`config.mk`:
```
export PLATFORM = sky130hd
export DESIGN_NAME = uart_transmitter
export DESIGN_NICKNAME = d
export VERILOG_FILES = /design/src/rtl/uart_pkg.sv /design/src/rtl/uart_bit_timer.sv /design/src/rtl/uart_transmitter.sv
export SDC_FILE = /design/constraint.sdc
export NUM_CORES = 1
export LEC_CHECK = 0
export CAP_MARGIN = 40
export CORE_MARGIN = 1.5
export CORE_UTILIZATION = 50
export DETAILED_ROUTE_END_ITERATION = 10
export HOLD_SLACK_MARGIN = 0.12
export PLACE_DENSITY = 0.81
export SKIP_LAST_GASP = 1
export SLEW_MARGIN = 10
export SYNTH_ARGS = -nofsm -noshare
export SYNTH_HDL_FRONTEND = slang
export SYNTH_SLANG_ARGS = --single-unit
export TNS_END_PERCENT = 20
```
`constraint.sdc`:
```
create_clock -name clk -period 2.1 [get_ports clk]
set_input_delay 0.525 -clock clk [delete_from_list [all_inputs] [get_ports clk]]
set_output_delay 0.525 -clock clk [all_outputs]
set_load 0.005 [all_outputs]
```
`src/rtl/uart_pkg.sv`:
```
// Shared UART definitions: bit-period constants, counter width and the
// transmitter/receiver state encodings.
package uart_pkg;

  localparam int FULL_BIT  = 22274;
  localparam int HALF_BIT  = FULL_BIT / 2;
  localparam int DATA_BITS = 8;
  localparam int CNT_W     = 16;

  typedef enum logic [1:0] {
    TX_IDLE,
    TX_START_BIT,
    TX_DATA_BITS,
    TX_STOP_BIT
  } TxState;

  typedef enum logic [2:0] {
    RX_IDLE,
    RX_START_BIT,
    RX_DATA_BITS,
    RX_STOP_BIT,
    RX_CLEANUP
  } RxState;

endpackage

```
`src/rtl/uart_bit_timer.sv`:
```
// Bit-period counter shared by the UART transmitter and receiver: counts
// 0..FULL_BIT-1 while enabled and flags the last cycle of each bit.
module uart_bit_timer
  import uart_pkg::*;
#(
  parameter int FULL_BIT = uart_pkg::FULL_BIT
) (
  input  logic clk,
  input  logic i_reset,
  input  logic i_clear,
  input  logic i_enable,
  output logic o_terminal
);

  localparam logic [CNT_W-1:0] LAST = CNT_W'(FULL_BIT - 1);

  logic [CNT_W-1:0] count_q;
  logic [CNT_W-1:0] count_d;

  assign o_terminal = (count_q == LAST);

  // The count restarts on the terminal cycle so it never exceeds FULL_BIT-1.
  always_comb begin
    count_d = count_q;
    if (i_clear) begin
      count_d = '0;
    end else if (i_enable) begin
      count_d = o_terminal ? '0 : count_q + 1'b1;
    end
  end

  always_ff @(posedge clk) begin
    if (i_reset) begin
      count_q <= '0;
    end else begin
      count_q <= count_d;
    end
  end

endmodule

```
`src/rtl/uart_transmitter.sv`:
```
// 8N1 UART transmitter: one byte per valid/ready handshake, sent as start
// bit, eight data bits LSB first and a stop bit, each FULL_BIT cycles long.
module uart_transmitter
  import uart_pkg::*;
#(
  parameter int FULL_BIT = uart_pkg::FULL_BIT
) (
  input  logic       clk,
  input  logic       i_reset,
  input  logic [7:0] i_data,
  input  logic       i_valid,
  output logic       o_ready,
  output logic       o_tx,
  output logic       o_done
);

  localparam logic [2:0] LAST_IDX = 3'(DATA_BITS - 1);

  TxState     state_q, state_d;
  logic [7:0] shift_q, shift_d;
  logic [2:0] bit_idx_q, bit_idx_d;
  logic       tx_q, tx_d;
  logic       ready_q, ready_d;
  logic       done_q, done_d;
  logic       timer_clear;
  logic       bit_end;

  assign timer_clear = (state_q == TX_IDLE);

  uart_bit_timer #(
    .FULL_BIT(FULL_BIT)
  ) u_bit_timer (
    .clk       (clk),
    .i_reset   (i_reset),
    .i_clear   (timer_clear),
    .i_enable  (!timer_clear),
    .o_terminal(bit_end)
  );

  // Outputs are computed one cycle ahead so the pins come straight from flops.
  always_comb begin
    state_d   = state_q;
    shift_d   = shift_q;
    bit_idx_d = bit_idx_q;
    tx_d      = tx_q;
    ready_d   = ready_q;
    done_d    = 1'b0;
    unique case (state_q)
      TX_IDLE: begin
        tx_d    = 1'b1;
        ready_d = 1'b1;
        if (i_valid && ready_q) begin
          shift_d = i_data;
          state_d = TX_START_BIT;
          ready_d = 1'b0;
          tx_d    = 1'b0;
        end
      end
      TX_START_BIT: begin
        tx_d = 1'b0;
        if (bit_end) begin
          bit_idx_d = '0;
          state_d   = TX_DATA_BITS;
          tx_d      = shift_q[0];
        end
      end
      TX_DATA_BITS: begin
        tx_d = shift_q[bit_idx_q];
        if (bit_end) begin
          if (bit_idx_q == LAST_IDX) begin
            state_d = TX_STOP_BIT;
            tx_d    = 1'b1;
          end else begin
            bit_idx_d = bit_idx_q + 3'd1;
            tx_d      = shift_q[bit_idx_q + 3'd1];
          end
        end
      end
      TX_STOP_BIT: begin
        tx_d = 1'b1;
        if (bit_end) begin
          state_d = TX_IDLE;
          ready_d = 1'b1;
          done_d  = 1'b1;
        end
      end
      default: begin
        state_d = TX_IDLE;
        tx_d    = 1'b1;
        ready_d = 1'b1;
      end
    endcase
  end

  always_ff @(posedge clk) begin
    if (i_reset) begin
      state_q   <= TX_IDLE;
      shift_q   <= '0;
      bit_idx_q <= '0;
      tx_q      <= 1'b1;
      ready_q   <= 1'b1;
      done_q    <= 1'b0;
    end else begin
      state_q   <= state_d;
      shift_q   <= shift_d;
      bit_idx_q <= bit_idx_d;
      tx_q      <= tx_d;
      ready_q   <= ready_d;
      done_q    <= done_d;
    end
  end

  assign o_tx    = tx_q;
  assign o_ready = ready_q;
  assign o_done  = done_q;

endmodule

```
==> results.cfg, run 1 <==
[die]
die_height_um = 58.75
i_o_pin_cnt = 14
core_area_sq_mm = 0.003003
die_area_sq_mm = 0.003452
rows = 20
initial_utilization_pct = 51.75
die_width_um = 58.75

[logic_synthesis]
yosys.area.top_type = sky130_fd_sc_hd__dfxtp_1
synthesis.yosys.warnings = 0
asyncSetResetFlopFracSynth_pct = 0
synth_enable_flop_cells = 0
ys_dominant_reg_cell = sky130_fd_sc_hd__dfxtp_1
synth_sequential_area_ratio_pct = 41.22
syn-cell-area_sq_mm = 0.001554
synth.ff_latch_count = 32
netlist_instances = 170
yosys.area.top_type_share_pct = 41.22
synth.distinct_cells = 35
post_synth_main_area_contributors = sky130_fd_sc_hd__dfxtp_1 (41%), sky130_fd_sc_hd__nand2_1 (6.5%), sky130_fd_sc_hd__ha_1 (6.4%), sky130_fd_sc_hd__mux4_2 (5.8%), sky130_fd_sc_hd__nor2_1 (5.1%)
avgSynthCellArea_sq_um = 9.141
mappedNetlistNets = 189

[routing]
routed-via-count = 1308
drtAntennaViolNets = 0
detail_route.vias_per_cell = 5.542
postRouteWirelength_um = 3159
initialDrtViolationCount = 47
detailedRoute.firstPassIterationCount = 4
wl_per_cell_um = 13.39
detail_route.drc_violations = 0

[sta]
finalClockSkew_ns = 0.01919
fmax_ghz = 0.4787
min_period_ns = 2.089
post_route_setup_slack_ns = 0.01103
fin_max_slew_vios = 0
finalSetupViolCount = 0
final.period_utilization_pct = 99.47
max_slew_margin_pct = 73.84
setup_repair_after_global_routing_missed_its_margin = true
hold_viol_final = 0
worst_pin_slew_ns = 0.3915
hold_ws_ns = 0.4735

[final_layout]
finish.net_count = 221
fin_util_pct = 64.71
drive_above_1_share_pct = 21.18
layout.area.seq_sq_um = 645.6
mostFrequentLayoutCell = sky130_fd_sc_hd__dfxtp_1
syn_to_final_growth_pct = 25.04
antenna_cells = 0
multi_input_comb_area_sq_um = 905.9
fillerInstances = 240
most-common-layout-cells = sky130_fd_sc_hd__dfxtp_1 (28), sky130_fd_sc_hd__nand2_1 (27), sky130_fd_sc_hd__nor2_1 (21)

[cts]
cts_hold_repair.buffers = 0
clk_latency_ns = 0.34
clk_path_buf_depth = 2
number_of_buffers_created_by_cts = 5
cts_root_buf = sky130_fd_sc_hd__clkbuf_4
tritoncts_clock_tree = done
htree_levels = 2
numClockSinks = 32
path_clk_slew_ns = 0.09

[hold_path]
hold_path.class = reg2reg

[power]
vdd_drop_max_uv = 559.6
p_leak_nw = 0.7527
p_per_area_mw_per_mm2 = 842.1
total_power_consumption_mw = 1.636

[critical_path]
cp.required_ns = 2.30
crit_path_start_kind = flip-flop
worst_ep_arrival_time_ns = 2.29
worstPathMaxFanout = 3
worstSetupEndpointType = flip-flop
worstSetupPathType = reg2reg

[flow_run]
max_cap_violations = 0

[run_status]
status = complete, no violations

[global_route]
wire_length_of_the_first_global_routing_pass_um = 5319
globalRouteTotalUtil_pct = 20.75
grt_pass1_vias = 1252
grt_antenna_before_repair = 0
grt-ovfl-total = 0
grt_start_max_net_pins = 17

[placed_design]
dpl.hpwl_um = 2388
detailedPlace.worstSlack_ns = -0.04921
place.port_buffers = 13
place.gp.congestion = 0.8787
## worst max-delay path: stages, from the launching register on
cell and delay (ns):
sky130_fd_sc_hd__dfxtp_2 0.34, sky130_fd_sc_hd__inv_2 0.06, sky130_fd_sc_hd__ha_4 0.11, sky130_fd_sc_hd__or3b_4 0.37, sky130_fd_sc_hd__or4_4 0.56, sky130_fd_sc_hd__or3_1 0.32, sky130_fd_sc_hd__nand4b_1 0.09, sky130_fd_sc_hd__o2111ai_1 0.11
## path summary, 6_finish.rpt
check / slack [ns] / start / endpoint / cells after the start
setup / recovery: 0.01 / u_bit_timer.count_q[1]$_SDFF_PP0_ / o_tx$_SDFF_PP1_ / 7
hold / removal: 0.47 / shift_q[6]$_SDFFE_PP0P_ / shift_q[6]$_SDFFE_PP0P_ / 2
setup reg to reg: 0.01 / u_bit_timer.count_q[1]$_SDFF_PP0_ / o_tx$_SDFF_PP1_ / 7
hold reg to reg: 0.47 / shift_q[6]$_SDFFE_PP0P_ / shift_q[6]$_SDFFE_PP0P_ / 2
## synth_stat cells (all sizes together), types with 2 or more instances
| library cell | instances |
|---|---|
| and3 | 6 |
| inv | 5 |
| dfxtp | 32 |
| nor2 | 22 |
| ha | 8 |
| mux2i | 6 |
| mux4 | 4 |
| or4 | 2 |
| and4 | 2 |
| xor2 | 8 |
| xnor2 | 5 |
| and2 | 2 |
| or3 | 3 |
| clkbuf | 4 |
| nand2 | 27 |
| nand4 | 2 |
| nand3 | 7 |
| a21oi | 10 |
## state kept, by name, summed over array words and instances, names as in the netlist
signal               flops
bit_idx_q                3
o_tx                     1
shift_q                  8
o_ready                  1
u_bit_timer.count_q     16
o_done                   1
state_q                  2
## layer usage
layer	routed length [um]	GRT usage, %
met2	1529	33.97
met3	134	5.275
met5	0	0
met1	1395	24.65
met4	99	11.69
## logic make-up (layout without fill, tap and decap cells)
kind of cell / Yosys count / in the layout / share of synthesized area, %
AO/OA/AOI/OAI: 17 / 17 / 6.603
XOR/XNOR: 13 / 13 / 7.327
adder cells (fa/ha/maj): 8 / 8 / 6.441
buffers and inverters: 10 / 43 / 2.496
flip-flops: 32 / 32 / 41.22
multiplexers: 11 / 11 / 10.39
AND/OR/NAND/NOR: 79 / 79 / 25.52
## metrics by stage
| step | TNS (ns) | area (sq um) | std cells |
|---|---|---|---|
| 2_1_floorplan | 0 | 1554 | 170 |
| 3_3_place_gp | 0 | 1838 | 227 |
| 3_5_place_dp | -0.04921 | 1838 | 227 |
| 4_1_cts | 0 | 1942 | 236 |
| 5_1_grt | -0.08480 | 1943 | 236 |
| 6_report | 0 | 1943 | 236 |
## power by group
group          leakage, nW  switching, mW  internal [mW]  total (mW)
Combinational        0.453          0.267          0.259       0.526
Clock               0.0380          0.209          0.159       0.368
Sequential           0.262         0.0619          0.680       0.742
Total                0.753          0.538           1.10        1.64
## timing repair
item                       in CTS  in global routing
buffers inserted                1                  0
setup endpoints to repair       1                  1
pin swaps                       4                  0
resized for setup               9                  1
## final cells by class
type,count,share of cell area (%)
Inverter,5,0.9659
Sequential cell,32,33.23
Multi-Input combinational cell,128,46.62
Clock inverter,2,0.5151
Clock buffer,6,2.640
Timing Repair Buffer,30,13.91
Tap cell,33,2.125
Power figures use the tool's default switching activity.
==> run 2, diff against run 1 <==
CORE_UTILIZATION = 53   (was 50)
CTS_BUF_LIST = sky130_fd_sc_hd__clkbuf_4   (was not set)
PLACE_DENSITY = 0.84   (was 0.81)
==> run 2 against run 1 <==
The run now ends with negative setup slack left. Critical path depth decreased by 2. Non-clock buffer count decreased by 2. Utilization increased by 4.8 points. Hold slack improved by 0.017 ns. Clock power decreased by 6.3%. First-iteration DRC count increased by 28%. Worst setup slack got worse by 0.035 ns. Register-to-register slack got worse by 0.04 ns. Total power decreased by 2.4%. Clock-buffer cell count unchanged. Sequential power decreased by 0.8%. Critical path type unchanged. Highest routed layer unchanged.
==> results.cfg, run 2 (same netlist as run 1, synthesis figures left out) <==
[hold_path]
min_from = shift_q[2]$_SDFFE_PP0P_
hold_path.class = reg2reg
min_path_cells = 2
min_to = shift_q[2]$_SDFFE_PP0P_

[routing]
postRouteWirelength_um = 3299
initialDrtViolationCount = 60
drtAntennaViolNets = 0
routed-via-count = 1296
wl_per_cell_um = 14.22
detail_route.drc_violations = 0
detailedRoute.firstPassIterationCount = 4
detail_route.vias_per_cell = 5.586

[critical_path]
crit-reg2reg-launch = u_bit_timer.count_q[4]$_SDFF_PP0_
critical-path-top-cell-by-count = sky130_fd_sc_hd__or4_4
cp_top_family = simple AND/OR/NAND/NOR gates
worstSetupPathType = reg2reg
worst_ep_arrival_time_ns = 2.33
reg2reg_to = o_tx$_SDFF_PP1_
cp.required_ns = 2.31
critPathBufInv = 0
worstPathMaxFanout = 3
worst_path_largest_cell_delay_ns = 0.57
worstSetupEndpointType = flip-flop
worstPathCellList = or4_4 -> or4_4 -> or3_1 -> nand4b_1 -> o2111ai_1
crit_path_start_kind = flip-flop
worst_r2r_path_depth = 5
timing.reg2reg.setup_slack_ns = -0.02
cp_slowest_cell = sky130_fd_sc_hd__or4_4

[power]
p_leak_nw = 0.7287
share_seq_of_total_power_pct = 46.1
clock_power_share_pct = 21.6
p_sw_mw = 0.5339
pwr-share-comb_pct = 32.3
total_power_consumption_mw = 1.598
p_per_area_mw_per_mm2 = 833.5
internal_cell_power_mw = 1.064
vdd_drop_max_uv = 693.3
power.share.switching_pct = 33.41

[final_layout]
syn_to_final_growth_pct = 23.35
drive_above_1_share_pct = 17.91
largest_register_ffs = 16
most-common-layout-cells = sky130_fd_sc_hd__dfxtp_1 (31), sky130_fd_sc_hd__nand2_1 (27), sky130_fd_sc_hd__nor2_1 (21)
final_cell_area_sq_mm = 0.001917
mostFrequentLayoutCell = sky130_fd_sc_hd__dfxtp_1
regMostFlops = u_bit_timer.count_q
finish.net_count = 219
finish.cell_count_without_fillers = 232
antenna_cells = 0
largestRegisters = u_bit_timer.count_q x16, shift_q x8, bit_idx_q x3
fillerInstances = 209

[flow_run]
max_cap_violations = 0

[cts]
cts_root_buf = sky130_fd_sc_hd__clkbuf_4
htree_levels = 2
numClockSinks = 32
clk_latency_ns = 0.33
clk_path_buf_depth = 2
tritoncts_clock_tree = done
path_clk_slew_ns = 0.09
number_of_buffers_created_by_cts = 5

[sta]
max_slew_margin_pct = 67.66
setup_repair_after_global_routing_missed_its_margin = true
worst_pin_slew_ns = 0.4840
hold_viol_final = 0
finalSetupViolCount = 1
fin_max_slew_vios = 0
min_period_ns = 2.124
post_route_setup_slack_ns = -0.02446
fmax_ghz = 0.4707
hold_ws_ns = 0.4905
final.period_utilization_pct = 101.2
finalClockSkew_ns = 0.008102

[die]
core_area_sq_mm = 0.002758
initial_utilization_pct = 56.35
die_area_sq_mm = 0.003266
die_width_um = 57.15
rows = 19
i_o_pin_cnt = 14
die_height_um = 57.15

[placed_design]
dpl.hpwl_um = 2489
place.gp.congestion = 0.8303
placed_cells_incl_taps = 223
dpl_cell_area_sq_mm = 0.001821
detailedPlace.worstSlack_ns = -0.04094
place.port_buffers = 13

[global_route]
grt_antenna_before_repair = 0
wire_length_of_the_first_global_routing_pass_um = 5333
grt_pass1_vias = 1232
grt_start_max_net_pins = 17
globalRouteTotalUtil_pct = 21.51
grt-ovfl-total = 0

[run_status]
violations = negative setup slack
status = finished with violations
==> run 2: cell type report <==
| class | count | area, sq um | area share (%) |
|---|---|---|---|
| Clock inverter | 2 | 11.26 | 0.5875 |
| Timing Repair Buffer | 28 | 255.2 | 13.32 |
| Tap cell | 31 | 38.79 | 2.023 |
| Clock buffer | 6 | 45.04 | 2.350 |
| Inverter | 5 | 18.77 | 0.9791 |
| Sequential cell | 32 | 641.9 | 33.49 |
| Multi-Input combinational cell | 128 | 905.9 | 47.26 |
==> run 2: tightest hold or removal path, cell delays in order (launching register included) <==
cell,delay [ns]
sky130_fd_sc_hd__dfxtp_1,0.34
sky130_fd_sc_hd__nand2_1,0.06
sky130_fd_sc_hd__a21oi_1,0.05
==> run 2: power by group through the flow <==
stage               clock network, mW  registers, mW  logic (mW)
global placement                    0          0.740       0.480
global route                    0.380          0.745       0.570
detailed placement                  0          0.747       0.507
CTS                             0.354          0.733       0.513
finish                          0.345          0.736       0.516
floorplan                           0          0.737       0.341
==> run 2: layer usage <==
| layer | track usage (%) | up-vias | share of wire [%] |
|---|---|---|---|
| met1 | 25.72 | 612 | 42 |
| li1 | - | 646 | - |
| met2 | 33.83 | 30 | 51 |
| met5 | 0 | - | 0 |
| met3 | 6.576 | 8 | 3.9 |
| met4 | 13.29 | 0 | 2.6 |
==> run 2: stage by stage <==
step	setup TNS [ns]	utilization [%]
floorplan	0	-
global placement	0	66.02
detailed placement	-0.04094	66.02
CTS	0	69.06
global route	-0.1803	69.51
finish	-0.02446	69.51
==> run 2: worst max path at each step <==
stage	start	end	slack, ns	cells past startpoint
after floorplan	u_bit_timer.count_q[7]$_SDFF_PP0_	o_tx$_SDFF_PP1_	0.008	5
after global placement	u_bit_timer.count_q[7]$_SDFF_PP0_	o_tx$_SDFF_PP1_	0.02	5
after detailed placement	u_bit_timer.count_q[4]$_SDFF_PP0_	o_tx$_SDFF_PP1_	-0.04	5
after CTS	bit_idx_q[0]$_SDFFE_PP0P_	o_tx$_SDFF_PP1_	0.007	7
after global routing	u_bit_timer.count_q[4]$_SDFF_PP0_	o_tx$_SDFF_PP1_	-0.10	5
final	u_bit_timer.count_q[4]$_SDFF_PP0_	o_tx$_SDFF_PP1_	-0.02	5
==> run 2: what timing repair did <==
action | 4_1_cts | 5_1_grt
endpoints found under the hold margin | 0 | 0
resized for setup | 4 | 1
gates cloned | 0 | 0
setup endpoints to repair | 1 | 4
hold buffers | 0 | 0
setup buffers | 1 | 0
pin swaps | 2 | 0
